<file path="config.mk">
export PLATFORM = sky130hd
export DESIGN_NAME = even_check_arb
export DESIGN_NICKNAME = d
export VERILOG_FILES = /design/src/rtl/even_check_arb.sv
export SDC_FILE = /design/constraint.sdc
export NUM_CORES = 1
export LEC_CHECK = 0
export CORE_ASPECT_RATIO = 0.9
export CORE_UTILIZATION = 57
export DETAILED_ROUTE_END_ITERATION = 6
export DONT_BUFFER_PORTS = 1
export PLACE_DENSITY = 0.72
export SLEW_MARGIN = 25
export SYNTH_ARGS = -nofsm -noshare
export SYNTH_HDL_FRONTEND = slang
export SYNTH_HIERARCHICAL = 1
export SYNTH_SLANG_ARGS = --single-unit
</file>
<file path="constraint.sdc">
create_clock -name clk -period 2.3 [get_ports clk]
set_clock_uncertainty 0.1 [all_clocks]
set_input_delay 0.345 -clock clk [delete_from_list [all_inputs] [get_ports clk]]
set_output_delay 0.345 -clock clk [all_outputs]
set_load 0.01 [all_outputs]
</file>
<file path="src/rtl/even_check_arb.sv">
// even_check_arb: two requesters share one even/odd checker.
// A round-robin arbiter grants one requester per cycle into a single-entry
// result register. The registered word is classified by div2 and returned
// with the id of its requester. Saturating per-requester even/odd counters
// give status readback.
//
// state | meaning
// ------+-------------------------------------------------
// EMPTY | result register holds nothing, res_valid=0
// FULL  | result register holds a word, res_valid=1

module div2 #(
  parameter int IN_WIDTH = 16
) (
  input  logic [IN_WIDTH-1:0] data,
  output logic                ans
);

  logic unused_high_bits;

  // Only bit 0 decides parity; the rest of the word is intentionally ignored.
  assign unused_high_bits = ^data[IN_WIDTH-1:1];
  assign ans = ~data[0];

endmodule

module even_check_arb #(
  parameter int IN_WIDTH  = 16,
  parameter int CNT_WIDTH = 8
) (
  input  logic                 clk,
  input  logic                 rst_n,
  input  logic                 req0_valid,
  input  logic [IN_WIDTH-1:0]  req0_data,
  output logic                 req0_ready,
  input  logic                 req1_valid,
  input  logic [IN_WIDTH-1:0]  req1_data,
  output logic                 req1_ready,
  output logic                 res_valid,
  input  logic                 res_ready,
  output logic [IN_WIDTH-1:0]  res_data,
  output logic                 res_id,
  output logic                 res_even,
  input  logic                 clr,
  output logic [CNT_WIDTH-1:0] cnt_even0,
  output logic [CNT_WIDTH-1:0] cnt_odd0,
  output logic [CNT_WIDTH-1:0] cnt_even1,
  output logic [CNT_WIDTH-1:0] cnt_odd1
);

  typedef enum logic {
    EMPTY = 1'b0,
    FULL  = 1'b1
  } occ_t;

  localparam logic [CNT_WIDTH-1:0] CNT_MAX = {CNT_WIDTH{1'b1}};

  occ_t                 state_q, state_d;
  logic                 can_accept;
  logic                 last_grant_q;
  logic                 winner;
  logic                 accept0, accept1, accept_any;
  logic                 accept_id;
  logic [IN_WIDTH-1:0]  accept_data;
  logic [IN_WIDTH-1:0]  res_data_q;
  logic                 res_id_q;
  logic [CNT_WIDTH-1:0] cnt_even0_q, cnt_odd0_q, cnt_even1_q, cnt_odd1_q;

  // Occupancy state register; reset drops any in-flight result.
  always_ff @(posedge clk or negedge rst_n) begin
    if (!rst_n) state_q <= EMPTY;
    else        state_q <= state_d;
  end

  // Next occupancy: an accept always fills, a drain without accept empties.
  always_comb begin
    state_d = state_q;
    case (state_q)
      EMPTY: if (accept_any) state_d = FULL;
      FULL:  if (accept_any) state_d = FULL;
             else if (res_ready) state_d = EMPTY;
      default: state_d = EMPTY;
    endcase
  end

  // Occupancy outputs: a new word may enter when empty or when the held one leaves.
  always_comb begin
    res_valid  = 1'b0;
    can_accept = 1'b0;
    case (state_q)
      EMPTY: begin
        res_valid  = 1'b0;
        can_accept = 1'b1;
      end
      FULL: begin
        res_valid  = 1'b1;
        can_accept = res_ready;
      end
      default: begin
        res_valid  = 1'b0;
        can_accept = 1'b0;
      end
    endcase
  end

  // Round-robin pick: a lone requester wins; on contention the one not granted last wins.
  always_comb begin
    winner = 1'b0;
    if (req0_valid && req1_valid) winner = ~last_grant_q;
    else if (req1_valid)          winner = 1'b1;
    else                          winner = 1'b0;
  end

  // Ready is gated by valid so both stay low while nobody is asking.
  always_comb begin
    req0_ready  = can_accept && req0_valid && (winner == 1'b0);
    req1_ready  = can_accept && req1_valid && (winner == 1'b1);
    accept0     = req0_valid && req0_ready;
    accept1     = req1_valid && req1_ready;
    accept_any  = accept0 || accept1;
    accept_id   = accept1;
    accept_data = accept1 ? req1_data : req0_data;
  end

  // Result register and arbitration history; last_grant starts at 1 so requester 0 wins first.
  always_ff @(posedge clk or negedge rst_n) begin
    if (!rst_n) begin
      res_data_q   <= '0;
      res_id_q     <= 1'b0;
      last_grant_q <= 1'b1;
    end else if (accept_any) begin
      res_data_q   <= accept_data;
      res_id_q     <= accept_id;
      last_grant_q <= accept_id;
    end
  end

  assign res_data = res_data_q;
  assign res_id   = res_id_q;

  div2 #(.IN_WIDTH(IN_WIDTH)) u_div2 (
    .data (res_data_q),
    .ans  (res_even)
  );

  // Saturating statistics; clr wins over a same-cycle increment.
  always_ff @(posedge clk or negedge rst_n) begin
    if (!rst_n) begin
      cnt_even0_q <= '0;
      cnt_odd0_q  <= '0;
      cnt_even1_q <= '0;
      cnt_odd1_q  <= '0;
    end else if (clr) begin
      cnt_even0_q <= '0;
      cnt_odd0_q  <= '0;
      cnt_even1_q <= '0;
      cnt_odd1_q  <= '0;
    end else begin
      if (accept0 && !req0_data[0] && cnt_even0_q != CNT_MAX) cnt_even0_q <= cnt_even0_q + 1'b1;
      if (accept0 &&  req0_data[0] && cnt_odd0_q  != CNT_MAX) cnt_odd0_q  <= cnt_odd0_q + 1'b1;
      if (accept1 && !req1_data[0] && cnt_even1_q != CNT_MAX) cnt_even1_q <= cnt_even1_q + 1'b1;
      if (accept1 &&  req1_data[0] && cnt_odd1_q  != CNT_MAX) cnt_odd1_q  <= cnt_odd1_q + 1'b1;
    end
  end

  assign cnt_even0 = cnt_even0_q;
  assign cnt_odd0  = cnt_odd0_q;
  assign cnt_even1 = cnt_even1_q;
  assign cnt_odd1  = cnt_odd1_q;

endmodule

</file>
Yosys cells after proc, flatten, opt, wreduce, memory -nomap -nowiden
Cells that the tools add are included.
{"block": "op_classes", "add_sub_neg": 4, "eq_ne": 4, "n_mux": 17, "bitwise": 4, "n_reduce_logical": 22}
{"cell": "$mux W8", "count": 8}
{"cell": "$add A8 B1 Y8 const B", "count": 4}
{"cell": "$ne A8 B8 Y1 const B", "count": 4}
{"cell": "$mux W16", "count": 1}
{"cell": "$logic_and A1 B1 Y1", "count": 15}
{"cell": "$reduce_bool A2 Y1", "count": 4}
{"cell": "$pmux W1 S2", "count": 3}
{"cell": "$mux W1", "count": 5}
{"cell": "$not A1 Y1", "count": 4}
{"cell": "$logic_not A1 Y1", "count": 2}
{"cell": "$logic_or A1 B1 Y1", "count": 1}
{"block": "word_totals", "regBits": 51, "input_bits": 38, "out_inout_bits": 53, "elab_cells": 59}

Depth between registers and ports, before layout
{"block": "logic_depth", "depth_word": 9, "ltp_mapped": 6, "depth_no_buf": 5}

Modules after synthesis
The synthesis kept the hierarchy.
{"mod": "even_check_arb", "instances": 1, "cells_each": 274, "area_per_inst_um2": 2667.6, "seq_area_each_um2": 1277.5}
{"mod": "div2", "instances": 1, "cells_each": 1, "area_per_inst_um2": 3.8, "seq_area_each_um2": 0.0}

Least setup slack after synthesis
OpenSTA, ideal clock, no wires.
{"block": "synth_path", "kind": "reg2reg", "from": "register cnt_even1_q[0], in the netlist cnt_even1[0]", "to": "register cnt_even1_q[5], in the netlist cnt_even1[5]", "setup_ns": 0.125, "arrival_ns": 1.558, "required_time_ns": 2.075, "path_slack_ns": 0.517, "path_stages_with_launch": 6, "path_buffers": 1, "synth_period_minus_slack_ns": 1.783, "cell_sequence": "dfrtp_1 ha_1 and4_4 buf_6 nor4_1 mux2_2"}
{"block": "synth_via", "elab_chain_len": 3, "elab_cells_between_ends": 6, "classes_between": "add/sub: 1; eq/ne: 1; mux: 2; reduce/logical: 2"}
{"item": "from (decl)", "line_no": "67", "text": "logic [CNT_WIDTH-1:0] cnt_even0_q, cnt_odd0_q, cnt_even1_q, cnt_odd1_q;"}
{"item": "from (signal assigned)", "line_no": "161", "text": "if (accept1 && !req1_data[0] && cnt_even1_q != CNT_MAX) cnt_even1_q <= cnt_even1_q + 1'b1;"}
{"item": "$add A8 B1 Y8 or $ne A8 B8 Y1 (tied branches)", "line_no": "161"}
{"item": "$mux W8 or $logic_and A1 B1 Y1 (tied branches)", "line_no": "161"}
{"item": "$mux W8 or $reduce_bool A2 Y1 (tied branches)"}
Several ways; a longest one is shown, not always the timed one. The select of a mux whose other input is x is not followed.
A chain may end at the register's enable or synchronous reset.

Worst setup path in the final report
{"block": "layout_path", "from": "register last_grant_q", "to": "register cnt_even0_q[5], in the netlist cnt_even0[5]"}
{"block": "layout_via", "elab_chain_len": 8}
{"item": "from (decl)", "line_no": "60", "text": "logic last_grant_q;"}
{"item": "from (signal assigned)", "line_no": "134", "text": "last_grant_q <= accept_id;"}
{"item": "$not A1 Y1", "line_no": "109", "text": "if (req0_valid && req1_valid) winner = ~last_grant_q;"}
{"item": "$mux W1", "line_no": "109"}
{"item": "$not A1 Y1", "line_no": "116", "text": "req0_ready = can_accept && req0_valid && (winner == 1'b0);"}
{"item": "$logic_and A1 B1 Y1", "line_no": "116"}
{"item": "$logic_and A1 B1 Y1", "line_no": "118", "text": "accept0 = req0_valid && req0_ready;"}
{"item": "$logic_and A1 B1 Y1 (2 in series)", "line_no": "159", "text": "if (accept0 && !req0_data[0] && cnt_even0_q != CNT_MAX) cnt_even0_q <= cnt_even0_q + 1'b1;"}
{"item": "$reduce_bool A2 Y1 (no line)"}
{"item": "to (signal assigned)", "line_no": "159"}
{"item": "to (decl)", "line_no": "67"}
Every way passes these cells.

==> run metrics <==
Die ar. 0.00496 mm²; power per cell area 667 mW/mm²; CP Launch Point last_grant_q; Reg-to-Reg Start last_grant_q; arrival time at the worst endpoint 2.11 ns; Buf/Inv on CP 0; Least-Margin Pin Slew 1.01 ns; synthesized area 0.00267 mm²; Logic pwr share 0.104; cell taking the most area after synthesis dfrtp_1; Tcrit/Tclk final 0.879; worst-path fanout max 15; quantity of I/O buffers inserted on ports 0; CP delay by family, top simple AND/OR/NAND/NOR gates; grt ovf 0; slowest stage delay, CP 0.55 ns; clk buf depth 2; RSZ-0062 raised after global routing no; GPL Wtd Cong 0.789; layout cells sized above 1 0.0912; DR WL/cell 16.3 µm; Max Slew Vio Count 0; final cell count without fillers 336; first-pass GRT wire length 8.64 mm; share of the synthesized area in the top cell type 0.468; final WL 5.47 mm; Sw Ratio 0.264; synth unique cells 40; Max-Cap Viols 0; Worst-path clk slew 0.09 ns; HPWL Detailed 3.78 mm; min-delay src clr; status finished clean; vias in the first global route 1880; post-synthesis net count 317; Clock Power Share 0.336; # rows 23; Seq pwr share 0.560; Static Leakage 1.17 nW; die width 74.2 µm; register area share after synthesis 0.478; H-tree levels 2; Num CTS Buffers 5; Mean Syn Cell Area 9.71 µm²; worst-skew pair later-pin latency 0.30 ns; DRC viols 0; Max IR drop VDD 0.429 mV; Internal 1.41 mW; post-synthesis cell count 275; drt first pass iters 4; final net count 315; total core area 0.00449 mm²; vias 2126; die height 66.9 µm; post-layout min period 2.02 ns; diode count 0; NetSw 0.505 mW; root buffer cell clkbuf_8; largest net degree at the start of global routing 52; setup_tns 0 ns; area grow syn2layout 7.35%; relative slew slack 0.326; Worst setup EP type flop; post-CTS sizing 0; CTS tree yes; number of synthesized register bits 51; placed cells 325; slowest stage cell, crit path dfstp_2; vias per inst 6.33; total I/O pin count 91; YS warnings 6; endpoints failing hold 0; Critical Path Source Type flop; initial core utilization 0.595; initial antenna violation count 0; achievable clock frequency 495 MHz; final setup vio count 0; Worst Hold Class input port to flop; Synth area leaders dfrtp_1 (47%), mux2i_1 (5.6%), a21oi_1 (4.9%), o21ai_0 (4.9%), or4_1 (4.2%); post-route ant nets 0; 1st-iter DRT viols 139; aggregate global-route resource usage 0.233; clk sinks 51; critical path class flop to flop; crit path cell chain nand2b_2 -> nand4b_2 -> nor4_1 -> mux2_2; Worst Path Required 2.39 ns
[worst paths after layout]
path | to | slack (ns) | cells past startpoint
setup / recovery | cnt_even0[5] | 0.28 | 4
hold / removal | cnt_even0[2] | 0.03 | 1
setup reg to reg | cnt_even0[5] | 0.28 | 4
hold reg to reg | last_grant_q | 0.43 | 2
max in group asynchronous | last_grant_q | 1.37 | 2
min in group asynchronous | cnt_even0[3] | 0.44 | 2
[synthesized netlist by cell type]
library cell	n
buf_6	1
dfstp_2	1
nor3_1	3
nor2b_1	5
mux2i_1	15
dfrtp_1	50
o41ai_1	7
buf_1	1
or3b_1	1
or3b_2	2
nand4_2	2
nand4b_2	1
nand2_1	27
o311ai_0	3
or3_1	5
nand3_1	13
o211ai_1	1
and2_1	1
o21ai_0	26
nand4b_1	1
nor2_1	8
mux2_2	3
a311oi_1	1
clkbuf_1	9
buf_4	1
nor4_1	2
nand2b_2	2
or4_1	15
buf_2	4
and3_1	1
nand3b_1	1
and4_1	3
nand2b_1	2
nand4_1	6
inv_1	8
ha_1	4
nor3b_1	1
a21oi_1	26
o31ai_1	11
and4_4	1
[worst register-to-register path, delay by kind of cell (launching register included)]
family / cells / cell delay, ns
flip-flops: 1 / 0.55
multiplexers: 1 / 0.37
AND/OR/NAND/NOR: 3 / 0.89
[layout make-up]
| cell class | instances | area (µm²) |
|---|---|---|
| multi-input combinational | 200 | 1290 |
| sequential | 51 | 1280 |
| tap | 62 | 77.6 |
| fill | 390 | 1620 |
| clock inverter | 2 | 35.0 |
| clock buffer | 6 | 82.6 |
| inverter | 8 | 30.0 |
| timing repair buffer | 7 | 77.6 |
[logic make-up after synthesis]
| logic type | count (synthesis) | synth area share |
|---|---|---|
| buf+inv | 24 | 0.0398 |
| mux | 18 | 0.0689 |
| compound gates | 75 | 0.167 |
| fa+ha+maj | 4 | 0.0187 |
| flops | 51 | 0.478 |
| simple gates | 103 | 0.227 |
[power by group through the flow]
stage / Combinational, mW / Sequential (mW) / Clock [mW]
after detailed placement: 0.171 / 1.09 / 0
final: 0.198 / 1.07 / 0.643
after global routing: 0.227 / 1.08 / 0.697
after global placement: 0.162 / 1.09 / 0
after floorplan: 0.151 / 1.07 / 0
after CTS: 0.203 / 1.07 / 0.658
[routing by layer]
metal	vias up	global-route usage	routed length (µm)	share of wire
li1	1040	-	-	-
met1	998	0.290	2380	0.44
met2	83	0.366	2590	0.47
met3	5	0.103	447	0.082
met4	0	0.0601	46	0.0084
met5	-	0	0	0
[placed cells by master (no fill, tap or decap), types with 2 or more instances in the layout]
cell	count
nor4_1	2
nor2b_1	5
inv_1	8
buf_4	4
nor2_1	8
o21ai_0	26
nor3_1	3
or3b_2	2
nand4_1	6
a21oi_1	26
mux2_2	3
dlygate4sd3_1	2
nand2_1	27
and4_1	3
o31ai_1	11
clkbuf_8	6
nand3_1	13
nand4_2	2
o311ai_0	3
ha_1	4
nand2b_1	2
nand2b_2	2
dfrtp_1	50
or4_1	15
o41ai_1	7
mux2i_1	15
or3_1	5
[metrics by stage]
| step | utilization | worst slack [ns] | hold WS [ns] | instance area [µm²] | power [mW] |
|---|---|---|---|---|---|
| 3_5_place_dp | 0.602 | 0.318 | -0.0494 | 2700 | 1.26 |
| 5_1_grt | 0.639 | 0.165 | 0.0120 | 2870 | 2.01 |
| 6_report | 0.639 | 0.279 | 0.0301 | 2870 | 1.91 |
| 2_1_floorplan | - | 0.517 | -0.0506 | 2670 | 1.22 |
| 4_1_cts | 0.639 | 0.288 | 0.0231 | 2870 | 1.93 |
| 3_3_place_gp | 0.602 | 0.360 | -0.0493 | 2700 | 1.25 |
[registers in the layout, indices dropped and copies added (netlist names)]
signal        count
cnt_even1         8
cnt_odd1          8
cnt_even0         8
last_grant_q      1
res_data         16
cnt_odd0          8
res_id            1
state_q           1
[what timing repair did]
action	4_1_cts	5_1_grt
endpoints found under the hold margin	77	0
hold buffers	3	0
buffers inserted	0	0
Note: power is estimated with default switching activity, not from simulation.
